==> src/rtl/dma_axil_regs_bridge_t_pkg.sv <==
// dma_axil_regs_bridge_t_pkg: DMA register map, AXI response codes and bridge FSM states
package dma_axil_regs_bridge_t_pkg;
  localparam logic [3:0] DMA_AXIS_AXI4_CTRL     = 4'h0;
  localparam logic [3:0] DMA_AXIS_AXI4_MIN_ADDR = 4'h1;
  localparam logic [3:0] DMA_AXIS_AXI4_FIFO_CNT = 4'h2;
  localparam logic [3:0] DMA_AXIS_AXI4_STATUS   = 4'h3;
  localparam logic [1:0] AXI_RESP_OKAY   = 2'b00;
  localparam logic [1:0] AXI_RESP_SLVERR = 2'b10;
  typedef enum logic [2:0] {IDLE, WR_ISSUE, WR_RESP, RD_ADDR, RD_CAP, RD_RESP} bridge_state_t;
endpackage

==> src/rtl/dma_axil_regs_bridge_t.sv <==
// dma_axil_regs_bridge_t: AXI4-Lite slave driving the DMA register bus, with write timeout to SLVERR
module dma_axil_regs_bridge_t
  import dma_axil_regs_bridge_t_pkg::*;
#(
  parameter int REGS_DW        = 32,
  parameter int REGS_AW        = 4,
  parameter int AXI_AW         = 12,
  parameter int TIMEOUT_CYCLES = 1024
) (
  input  logic                 aclk,
  input  logic                 areset,
  input  logic [AXI_AW-1:0]    s_axil_awaddr,
  input  logic                 s_axil_awvalid,
  output logic                 s_axil_awready,
  input  logic [REGS_DW-1:0]   s_axil_wdata,
  input  logic [REGS_DW/8-1:0] s_axil_wstrb,
  input  logic                 s_axil_wvalid,
  output logic                 s_axil_wready,
  output logic [1:0]           s_axil_bresp,
  output logic                 s_axil_bvalid,
  input  logic                 s_axil_bready,
  input  logic [AXI_AW-1:0]    s_axil_araddr,
  input  logic                 s_axil_arvalid,
  output logic                 s_axil_arready,
  output logic [REGS_DW-1:0]   s_axil_rdata,
  output logic [1:0]           s_axil_rresp,
  output logic                 s_axil_rvalid,
  input  logic                 s_axil_rready,
  output logic                 regs_we_o,
  output logic [REGS_AW-1:0]   regs_addr_o,
  output logic [REGS_DW-1:0]   regs_wdata_o,
  input  logic [REGS_DW-1:0]   regs_rdata_i,
  input  logic                 regs_rdy_i,
  output logic                 timeout_o
);
  localparam int CW = $clog2(TIMEOUT_CYCLES);
  bridge_state_t state_q, state_d;
  logic wr_prio_q, timeout_q;
  logic [CW-1:0] cnt_q;
  logic [REGS_AW-1:0] addr_q;
  logic [REGS_DW-1:0] wdata_q, rdata_q;
  logic [1:0] bresp_q;
  logic grant_w, grant_r, strb_ok, stop, commit, expire, unused_addr;
  assign grant_w = state_q == IDLE && s_axil_awvalid && s_axil_wvalid && (!s_axil_arvalid || wr_prio_q);
  assign grant_r = state_q == IDLE && s_axil_arvalid && !grant_w;
  assign strb_ok = &s_axil_wstrb;
  // a stop request is accepted by the register block regardless of rdy
  assign stop = addr_q == REGS_AW'(DMA_AXIS_AXI4_CTRL) && wdata_q[1];
  assign commit = state_q == WR_ISSUE && (regs_rdy_i || stop);
  assign expire = state_q == WR_ISSUE && !commit && cnt_q == CW'(TIMEOUT_CYCLES - 1);
  assign unused_addr = ^{s_axil_awaddr, s_axil_araddr};
  always_comb begin
    state_d = state_q;
    case (state_q)
      IDLE:     state_d = grant_w ? (strb_ok ? WR_ISSUE : WR_RESP) : grant_r ? RD_ADDR : IDLE;
      WR_ISSUE: state_d = (commit || expire) ? WR_RESP : WR_ISSUE;
      WR_RESP:  state_d = s_axil_bready ? IDLE : WR_RESP;
      RD_ADDR:  state_d = RD_CAP;
      RD_CAP:   state_d = RD_RESP;
      RD_RESP:  state_d = s_axil_rready ? IDLE : RD_RESP;
      default:  state_d = IDLE;
    endcase
  end
  always_ff @(posedge aclk) begin
    if (areset) begin
      state_q   <= IDLE;
      wr_prio_q <= 1'b1;
      timeout_q <= 1'b0;
      cnt_q     <= '0;
      addr_q    <= '0;
      wdata_q   <= '0;
      rdata_q   <= '0;
      bresp_q   <= AXI_RESP_OKAY;
    end else begin
      state_q   <= state_d;
      timeout_q <= expire;
      cnt_q     <= state_q == WR_ISSUE ? cnt_q + 1'b1 : '0;
      if (grant_w || grant_r) begin
        addr_q    <= grant_w ? s_axil_awaddr[REGS_AW+1:2] : s_axil_araddr[REGS_AW+1:2];
        wr_prio_q <= grant_r;
      end
      if (grant_w) begin
        wdata_q <= s_axil_wdata;
        bresp_q <= strb_ok ? AXI_RESP_OKAY : AXI_RESP_SLVERR;
      end
      if (expire) bresp_q <= AXI_RESP_SLVERR;
      if (state_q == RD_CAP) rdata_q <= regs_rdata_i;
    end
  end
  assign s_axil_awready = grant_w;
  assign s_axil_wready  = grant_w;
  assign s_axil_arready = grant_r;
  assign s_axil_bvalid  = state_q == WR_RESP;
  assign s_axil_bresp   = bresp_q;
  assign s_axil_rvalid  = state_q == RD_RESP;
  assign s_axil_rdata   = rdata_q;
  assign s_axil_rresp   = AXI_RESP_OKAY;
  assign regs_we_o      = state_q == WR_ISSUE;
  assign regs_addr_o    = addr_q;
  assign regs_wdata_o   = wdata_q;
  assign timeout_o      = timeout_q;
endmodule

==> config.mk <==
export PLATFORM = sky130hd
export DESIGN_NAME = dma_axil_regs_bridge_t
export DESIGN_NICKNAME = d
export VERILOG_FILES = /design/src/rtl/dma_axil_regs_bridge_t_pkg.sv /design/src/rtl/dma_axil_regs_bridge_t.sv
export SDC_FILE = /design/constraint.sdc
export NUM_CORES = 1
export LEC_CHECK = 0
export BUFFER_PORTS_ARGS = -buffer_cell sky130_fd_sc_hd__buf_2
export CORE_ASPECT_RATIO = 1.2
export CORE_MARGIN = 5
export CORE_UTILIZATION = 44
export DETAILED_ROUTE_END_ITERATION = 8
export GPL_TIMING_DRIVEN = 0
export PLACE_DENSITY = 0.84
export SLEW_MARGIN = 20
export SYNTH_ARGS = -nofsm -noshare
export SYNTH_HDL_FRONTEND = slang
export SYNTH_SLANG_ARGS = --single-unit
==> constraint.sdc <==
create_clock -name aclk -period 1.7 [get_ports aclk]
set_input_delay 0.17 -clock aclk [delete_from_list [all_inputs] [get_ports aclk]]
set_output_delay 0.17 -clock aclk [all_outputs]
set_load 0.01 [all_outputs]
==> flow_summary.json <==
{
  "place_congestion": 0.768,
  "path_max_fanout": 12,
  "fin_nets": 669,
  "syn_area_mm2": 0.00323,
  "cts_tree": "yes",
  "grt_max_degree": 14,
  "vias": 3198,
  "drt_iter0_drc": 126,
  "worstSetupEndpointType": "output pin",
  "synthCells": 394,
  "hold_viol": 0,
  "holdBufCountCts": 0,
  "grt_pass1_vias": 2967,
  "synth_top_area_cell": "dfxtp_1",
  "clkSinkCount": 84,
  "drv_slew": 0,
  "max_freq_mhz": 638,
  "final_common_cell": "buf_2",
  "fin_skew_ps": 8.65,
  "port_buffers": 159,
  "tightest_slew_ps": 526,
  "p_leak_nw": 2.00,
  "dpl.cell_count": 645,
  "fin_util_pct": 61.2,
  "hpwl_um": 6770,
  "die_x_um": 88.2,
  "fin_cells": 661,
  "drive_above_1_share_pct": 35.0,
  "status": "complete, no violations",
  "peakVddDrop_mv": 0.848,
  "gr-total-overflow": 0,
  "diodes": 0,
  "worst_slack_ps": 133,
  "io_pins": 179,
  "clk_pin_slew_ps": 80,
  "dr.max_layer_used": "met4",
  "synthToLayoutAreaGrowth_pct": 36.3,
  "start_util_pct": 44.9,
  "met2WireLength_um": 4510,
  "wl_met3_um": 784,
  "grt_pass1_wl_um": 13800,
  "yosys_warnings": 0,
  "dieArea_mm2": 0.00915,
  "ys.flop_type": "dfxtp_1",
  "path_delay_family": "flip-flops",
  "ys_seq_elements": 84,
  "clockBufferDepth": 2,
  "drt_pre_antenna_iters": 4,
  "holdWs_ps": 62.1,
  "ys_seq_area_share_pct": 52.1,
  "required_ps": 1530,
  "coreArea_mm2": 0.00719,
  "cts_made_buffers": 9,
  "cts_max_level": 3,
  "layout_min_cycle_time_ps": 1570,
  "syn_avg_cell_area_um2": 8.19,
  "crit_arrival_ps": 1400,
  "ant_nets": 0,
  "place_ws_ps": -15.9,
  "post-route-drc-count": 0,
  "detail_route.wirelength_um": 8720,
  "async_flop_share_pct": 0,
  "synth_top_area_share_pct": 52.1,
  "finalSetupViolCount": 0,
  "path_buf_inv": 3,
  "critPathLaunchType": "register",
  "core.rowCount": 34,
  "rsz0062_at_grt": "false",
  "synthDistinctLibCells": 38,
  "worstSetupPathType": "register to output pin",
  "powerDensity_mw_per_mm2": 994,
  "synth_area_leaders": "dfxtp_1 52%, nand2_1 16%, a21oi_1 11%",
  "fin_crit_sh_pct": 92.2,
  "max_cap_violations": 0,
  "placed_cell_area_mm2": 0.00414,
  "die_h_um": 104,
  "final_cell_mix": "164 x buf_2, 135 x nand2_1, 83 x dfxtp_1",
  "wl_met1_um": 3300,
  "final_cell_area_mm2": 0.00440,
  "antenna_found_initial": 0,
  "synth_edf_count": 0,
  "routedWlPerCell_um": 13.2,
  "cp_slowest_cell": "dfxtp_4",
  "grt.total_usage_pct": 18.6,
  "slew_headroom_pct": 64.5,
  "viasPerCell": 4.84,
  "max_stage_delay_ps": 360,
  "hp-class": "input pin to register",
  "crit_chain": "nor3_4 > nand3_4 > inv_6 > buf_4 > buf_2",
  "clkLatencyLatePin_ps": 340,
  "fillers": 671,
  "root_buffer": "clkbuf_8"
}
## power by group
part           leakage [nW]  total, mW  switching (mW)  internal, mW
clock network         0.100       1.51           0.659         0.852
logic                  1.22      0.719           0.400         0.318
registers             0.682       2.14          0.0675          2.07
## cells in the mapped netlist, types with 2 or more instances
master	instances
a21o_1	4
a21oi_1	68
a221oi_1	4
a31oi_1	2
and3_1	2
buf_2	6
buf_4	4
buf_6	4
clkbuf_1	16
dfxtp_1	84
inv_1	5
mux2i_1	4
nand2_1	135
nand2b_1	8
nand3_1	3
nand4_1	5
nor2_1	12
nor3b_1	2
xor2_1	7
## registers in the layout, summed over array words and instances (netlist names)
register / cells
regs_wdata_o: 32
regs_addr_o: 4
timeout_o: 1
state_q: 3
s_axil_rdata: 32
cnt_q: 10
s_axil_bresp: 1
wr_prio_q: 1
## final timing paths
check	endpoint	slack, ps	cells past startpoint	start
hold reg to reg	regs_wdata_o[0]$_SDFFE_PP0N_	450	2	regs_wdata_o[0]$_SDFFE_PP0N_
setup reg to reg	s_axil_rdata[8]$_SDFFE_PP0P_	140	6	state_q[1]$_SDFF_PP0_
hold / removal	s_axil_rdata[29]$_SDFFE_PP0P_	60	3	regs_rdata_i[29]
setup / recovery	s_axil_wready	130	5	state_q[0]$_SDFF_PP0_
## cells by family after synthesis
kind of cell | Yosys count | synth area share, %
buf+inv | 36 | 5.82
compound gates | 82 | 14.0
mux | 4 | 1.24
other cells | 1 | 0.116
simple gates | 178 | 24.2
fa+ha+maj | 1 | 0.388
flops | 84 | 52.1
xor+xnor | 8 | 2.17
## layout make-up
class / count / area (um2) / share of cell area [%]
plain buffers: 28 / 153 / 3.47
clock buffers: 10 / 138 / 3.13
clock inverters: 4 / 75.1 / 1.71
inverters: 6 / 27.5 / 0.626
multi-input cells: 276 / 1380 / 31.4
flip-flops and latches: 84 / 1690 / 38.3
well taps: 90 / 113 / 2.56
repair buffers: 163 / 826 / 18.8
## per-stage QoR
step | total power [mW] | TNS, ps
2_1_floorplan | 2.58 | 0
3_3_place_gp | 2.86 | -5.78
3_5_place_dp | 2.88 | -15.9
4_1_cts | 4.42 | 0
5_1_grt | 4.59 | 0
6_report | 4.37 | 0
## worst reg2reg max path, delay by kind of cell (launching register included)
family	cells	cell delay, ps
buffers and inverters	3	560
and+or+nand+nor	2	470
DFF	1	350
AOI/OAI and AO/OA	1	60
## per-layer routing
layer / track usage [%] / vias up
met2: 32.7 / 127
met1: 20.9 / 1435
li1: - / 1628
met4: 6.70 / 0
met3: 5.00 / 8
met5: 0 / -
## repair_timing
action / CTS / global route
buffers inserted: 4 / 0
resized for setup: 5 / 7
pin swaps: 2 / 2
setup endpoints to repair: 2 / 31
gates cloned: 0 / 0
No activity file was read; power rests on OpenSTA's default activity.
